**src/rtl/mult_arb_pkg.sv**
```systemverilog
// rtl/mult_arb_pkg.sv - shared types, widths and round-robin pick helper for mult_arbiter
package mult_arb_pkg;

    typedef enum logic [1:0] {IDLE, ISSUE, WAIT, RESP} mult_arb_state_e;

    localparam int OPW  = 32;
    localparam int RESW = 64;

    // Requester vectors are zero-extended to 8 bits, so wrapping mod 8 visits
    // the same live requesters in the same order as wrapping mod NREQ.
    function automatic logic [2:0] rr_pick(input logic [7:0] valid, input logic [2:0] ptr);
        logic [2:0] idx;
        rr_pick = ptr;
        for (int k = 7; k >= 0; k--) begin
            idx = ptr + 3'(k);
            if (valid[idx]) rr_pick = idx;
        end
    endfunction

endpackage

```
**src/rtl/rr_arbiter.sv**
```systemverilog
// rtl/rr_arbiter.sv - combinational round-robin grant starting at a supplied pointer
module rr_arbiter
    import mult_arb_pkg::*;
#(
    parameter int NREQ = 2
) (
    input  logic [NREQ-1:0] req,
    input  logic [2:0]      ptr,
    input  logic            enable,
    output logic [NREQ-1:0] grant,
    output logic [2:0]      grant_idx,
    output logic            grant_valid
);

    logic [7:0] req_ext;

    always_comb begin
        req_ext             = '0;
        req_ext[NREQ-1:0]   = req;
        grant_idx           = rr_pick(req_ext, ptr);
        grant_valid         = enable && (|req);
        grant               = '0;
        for (int i = 0; i < NREQ; i++) begin
            grant[i] = grant_valid && (grant_idx == 3'(i));
        end
    end

endmodule

```
**src/rtl/mult_arbiter.sv**
```systemverilog
// rtl/mult_arbiter.sv - round-robin sharing of one sequential multiplier with a watchdog
module mult_arbiter
    import mult_arb_pkg::*;
#(
    parameter int NREQ    = 2,
    parameter int NCLOCKS = 32,
    parameter int TIMEOUT = 64
) (
    input  logic                 clk,
    input  logic                 rst,
    input  logic [NREQ-1:0]      req_valid_i,
    output logic [NREQ-1:0]      req_ready_o,
    input  logic [NREQ*OPW-1:0]  req_a_i,
    input  logic [NREQ*OPW-1:0]  req_b_i,
    output logic [NREQ-1:0]      rsp_valid_o,
    input  logic [NREQ-1:0]      rsp_ready_i,
    output logic [RESW-1:0]      rsp_result_o,
    output logic                 rsp_err_o,
    output logic [OPW-1:0]       mul_a_o,
    output logic [OPW-1:0]       mul_b_o,
    output logic [31:0]          mul_nclocks_o,
    output logic                 mul_in_valid_o,
    input  logic                 mul_in_ready_i,
    output logic                 mul_out_ready_o,
    input  logic [RESW-1:0]      mul_result_i,
    input  logic                 mul_out_valid_i
);

    localparam int             WDW      = $clog2(TIMEOUT + 1);
    localparam logic [WDW-1:0] WD_LAST  = WDW'(TIMEOUT - 1);
    localparam logic [2:0]     PTR_LAST = 3'(NREQ - 1);

    mult_arb_state_e state, state_d;
    logic [2:0]      rr_ptr;
    logic [2:0]      grant_idx;
    logic [NREQ-1:0] grant;
    logic [NREQ-1:0] owner_oh;
    logic            grant_valid;
    logic [OPW-1:0]  a_q, b_q, sel_a, sel_b;
    logic [RESW-1:0] result_q;
    logic            err_q;
    logic [WDW-1:0]  wdog;

    rr_arbiter #(.NREQ(NREQ)) u_rr (
        .req         (req_valid_i),
        .ptr         (rr_ptr),
        .enable      (state == IDLE),
        .grant       (grant),
        .grant_idx   (grant_idx),
        .grant_valid (grant_valid)
    );

    always_comb begin
        sel_a = '0;
        sel_b = '0;
        for (int i = 0; i < NREQ; i++) begin
            if (grant[i]) begin
                sel_a = req_a_i[i*OPW +: OPW];
                sel_b = req_b_i[i*OPW +: OPW];
            end
        end
    end

    always_comb begin
        state_d = state;
        case (state)
            IDLE:    if (grant_valid) state_d = ISSUE;
            ISSUE:   if (mul_in_ready_i) state_d = WAIT;
            WAIT:    if (mul_out_valid_i || (wdog == WD_LAST)) state_d = RESP;
            RESP:    if (|(rsp_ready_i & owner_oh)) state_d = IDLE;
            default: state_d = IDLE;
        endcase
    end

    // A result arriving on the timeout cycle wins over the timeout.
    always_ff @(posedge clk) begin
        if (rst) begin
            state    <= IDLE;
            rr_ptr   <= '0;
            owner_oh <= '0;
            a_q      <= '0;
            b_q      <= '0;
            result_q <= '0;
            err_q    <= 1'b0;
            wdog     <= '0;
        end else begin
            state <= state_d;
            case (state)
                IDLE: if (grant_valid) begin
                    a_q      <= sel_a;
                    b_q      <= sel_b;
                    owner_oh <= grant;
                    rr_ptr   <= (grant_idx == PTR_LAST) ? 3'd0 : grant_idx + 3'd1;
                end
                ISSUE: wdog <= '0;
                WAIT: begin
                    wdog <= wdog + WDW'(1);
                    if (mul_out_valid_i) begin
                        result_q <= mul_result_i;
                        err_q    <= 1'b0;
                    end else if (wdog == WD_LAST) begin
                        result_q <= '0;
                        err_q    <= 1'b1;
                    end
                end
                default: ;
            endcase
        end
    end

    assign req_ready_o     = grant;
    assign rsp_valid_o     = (state == RESP) ? owner_oh : '0;
    assign rsp_result_o    = result_q;
    assign rsp_err_o       = (state == RESP) && err_q;
    assign mul_a_o         = a_q;
    assign mul_b_o         = b_q;
    assign mul_nclocks_o   = 32'(NCLOCKS);
    assign mul_in_valid_o  = (state == ISSUE);
    assign mul_out_ready_o = (state == ISSUE) || (state == WAIT);

endmodule

```
**config.mk**
```make
export PLATFORM = sky130hd
export DESIGN_NAME = mult_arbiter
export DESIGN_NICKNAME = d
export VERILOG_FILES = /design/src/rtl/mult_arb_pkg.sv /design/src/rtl/rr_arbiter.sv /design/src/rtl/mult_arbiter.sv
export SDC_FILE = /design/constraint.sdc
export NUM_CORES = 1
export LEC_CHECK = 0
export BUFFER_PORTS_ARGS = -buffer_cell sky130_fd_sc_hd__buf_2
export CAP_MARGIN = 5
export CORE_AREA = 5 5 141 143
export DETAILED_ROUTE_END_ITERATION = 7
export DIE_AREA = 0 0 146 148
export PLACE_DENSITY = 0.71
export SYNTH_ARGS = -nofsm -noshare
export SYNTH_HDL_FRONTEND = slang
export SYNTH_SLANG_ARGS = --single-unit
```
**constraint.sdc**
```tcl
create_clock -name clk -period 2.1 [get_ports clk]
set_input_delay 0.105 -clock clk [delete_from_list [all_inputs] [get_ports clk]]
set_output_delay 0.105 -clock clk [all_outputs]
set_load 0.005 [all_outputs]
```
==> results.py <==
metrics = {
    "pwr": {
        "vdd_drop_max_v": 0.000495,
        "p_leak_nw": 5.34,
        "total_power_mw": 10.8,
        "powerDensity_nw_per_um2": 912,
    },
    "flow_run": {
        "drv_cap": 0,
    },
    "setup_path": {
        "cp_num_buf_inv": 3,
        "crit_type": "flip-flop to primary output",
        "worstSetupEndpointType": "primary output",
        "crit_path_top_delay_cell": "dfxtp_2",
        "r2r_start": "rr_ptr[1]",
        "required_ns": 2.00,
        "crit_family": "compound AO/OA/AOI/OAI gates",
        "critPathArrivalTime_ns": 2.07,
        "path_cells": "inv_2, ha_4, nor3b_4, o21ai_4, a21o_4, buf_12, a31oi_4, buf_6",
        "critPathMaxStageDelay_ns": 0.34,
        "critPathLaunchType": "flip-flop",
        "path_max_fanout": 5,
        "rrSetupSlack_ns": -0.03,
        "reg2reg_to": "mul_b_o[15]",
        "ff2ff_path_depth": 10,
    },
    "timing": {
        "rsz0062_at_grt": "true",
        "worst_slack_ns": -0.0725,
        "drv_slew": 0,
        "hold_viol": 0,
        "setup_tns_ns": -0.217,
        "max_freq_mhz": 460,
        "fin_skew_ns": 0.0164,
        "period_share": 1.03,
        "relSlewSlack": 0.640,
        "worstMarginPinSlew_ns": 0.540,
        "layout_min_cycle_time_ns": 2.17,
        "setup_viol": 9,
    },
    "detailed_routing": {
        "wire_per_inst_um": 19.0,
        "vias_per_cell": 5.51,
        "drc": 0,
        "ant_nets": 0,
        "finalWirelength_mm": 29.4,
        "drtIter0Drc": 599,
        "vias": 8539,
        "firstDrtPassIters": 6,
    },
    "finish": {
        "final_area_sq_um": 11900,
        "final_cell_mix": "332 x buf_2, 193 x dlygate4sd3_1, 141 x dfxtp_1",
        "drive_above_1_share": 0.336,
        "nets": 1507,
        "stdcell_count": 1550,
        "area_growth_pct": 64.7,
        "final_common_cell": "buf_2",
        "fillers": 1408,
    },
    "clock_tree": {
        "cts_buffers": 17,
        "cts_tree": "done",
        "root_buffer": "clkbuf_16",
        "clockBufferDepth": 2,
        "htree_levels": 4,
        "clock_sinks": 143,
        "clkTransAtPathRegs_ns": 0.07,
        "clock_latency_ns": 0.42,
    },
    "global_route": {
        "grt_overflow_total": 0,
        "grt_pass1_vias": 8464,
        "antenna_found_initial": 2,
        "grt.total_usage": 0.250,
        "grt_start_max_net_pins": 134,
        "grt_pass1_wl_mm": 44.4,
    },
    "floorplan": {
        "start_util": 0.390,
        "io_pins": 367,
        "fp.dieW_um": 146,
        "num_rows": 50,
        "die_h_um": 148,
        "core_sq_um": 18500,
        "design.die.area_sq_um": 21600,
    },
    "worst_hold_path": {
        "timing.hold.worst.start": "rst",
        "worstHoldPathType": "input port to flip-flop",
        "whs_path_depth": 3,
        "holdPathEnd": "rsp_result_o[3]",
    },
    "yosys": {
        "ys_seq_area_frac": 0.397,
        "synth_area_sq_um": 7200,
        "yosys.area.top_type": "dfxtp_1",
        "syn_inst": 798,
        "avgSynthCellArea_sq_um": 9.03,
        "synthTopCellsByArea": "dfxtp_1 40%, a22o_1 7.8%, o21a_1 6.8%, o21bai_1 6.8%, nor2b_1 5.9%",
        "synth_top_cell_area_share": 0.397,
        "yosys_most_used_dff": "dfxtp_1",
        "yosysUniqueCellTypes": 44,
        "ys_warn_count": 0,
        "async_reset_ff_frac": 0,
        "ys_seq_elements": 143,
        "synth_edf_count": 0,
    },
    "placement": {
        "port_buffers": 334,
        "place_ws_ns": 0.0288,
        "dpl_cell_area_sq_um": 9070,
        "dp_hpwl_mm": 16.8,
        "routabilityCongestion": 0.824,
        "placed_cells": 1309,
    },
    "status": {
        "violations": "negative setup slack",
        "status": "finished, violations left",
    },
}
==> registers in the layout (all words and copies together), names as in the netlist <==
signal and flops:
owner_oh 2, state 2, mul_a_o 32, wdog 7, rr_ptr 3, err_q 1
rsp_result_o 64, mul_b_o 32
==> Yosys cell counts, types with 19 or more instances <==
| cell | number |
|---|---|
| dfxtp_1 | 143 |
| a31oi_1 | 65 |
| o21ai_0 | 27 |
| buf_2 | 19 |
| buf_4 | 40 |
| nor2b_1 | 68 |
| a22o_1 | 64 |
| o21a_1 | 65 |
| nand4_1 | 67 |
| o21bai_1 | 65 |
| clkbuf_1 | 47 |
| o21ai_1 | 31 |
==> cells by family (layout without fill, tap and decap cells) <==
family / after synthesis / in the layout / share of synthesized area
AOI/OAI and AO/OA: 343 / 343 / 0.342
xor gates and xnor gates: 4 / 4 / 0.00486
adders and majority gates: 7 / 7 / 0.0122
buffers and inverters: 124 / 609 / 0.0959
DFF: 143 / 143 / 0.397
muxes: 2 / 2 / 0.00278
other: 2 / 35 / 0.00104
and+or+nand+nor: 173 / 173 / 0.144
==> area by class of cell <==
cell class                      count  area, sq um  share of cell area
Multi-Input combinational cell    561         3870               0.326
Inverter                            6         22.5             0.00190
Timing Repair Buffer              571         4220               0.355
Clock buffer                       17          425              0.0359
Sequential cell                   143         2870               0.242
Antenna cell                        3         7.51            0.000633
Clock inverter                     15          161              0.0136
Tap cell                          234          293              0.0247
==> what timing repair did <==
item                       in CTS  in global routing
hold endpoints to repair      129                  0
hold buffers                  193                  0
resized for setup              10                 22
setup endpoints to repair       2                 50
cloned                          1                  2
pin swaps                       5                 16
setup buffers                   4                  6
==> layer usage <==
layer  vias to the layer above  global-route usage  wire [um]
li1                       3933                   -          -
met1                      4003               0.281      11100
met2                       494               0.442      14800
met3                       107              0.0665       2360
met4                         2               0.118       1170
met5                         -                   0         13
==> worst max-delay path by stage <==
stage | to | from | depth (start not counted)
after floorplan | mul_a_o[21] | rr_ptr[0] | 9
after global placement | mul_b_o[6] | rr_ptr[0] | 8
after detailed placement | mul_b_o[5] | rr_ptr[0] | 8
after CTS | req_ready_o[0] | rr_ptr[1] | 8
after global routing | req_ready_o[1] | rr_ptr[1] | 7
final | req_ready_o[0] | rr_ptr[0] | 8
==> tightest hold or removal path, stage by stage <==
cell	delay (ns)
buf_2	0.15
nor2_4	0.10
a22o_1	0.23
==> where the power goes <==
group | leakage [nW] | internal [mW] | total, mW | switching, mW
logic | 3.89 | 1.99 | 4.10 | 2.11
clock network | 0.284 | 1.60 | 3.02 | 1.41
registers | 1.17 | 3.35 | 3.70 | 0.349
total | 5.34 | 6.94 | 10.8 | 3.88
==> stage by stage <==
step / utilization / hold slack, ns
2_1_floorplan: - / 0.238
3_3_place_gp: 0.491 / 0.321
3_5_place_dp: 0.491 / 0.324
4_1_cts: 0.634 / 0.194
5_1_grt: 0.643 / 0.227
6_report: 0.643 / 0.210
No activity file was read; power rests on OpenSTA's default activity.
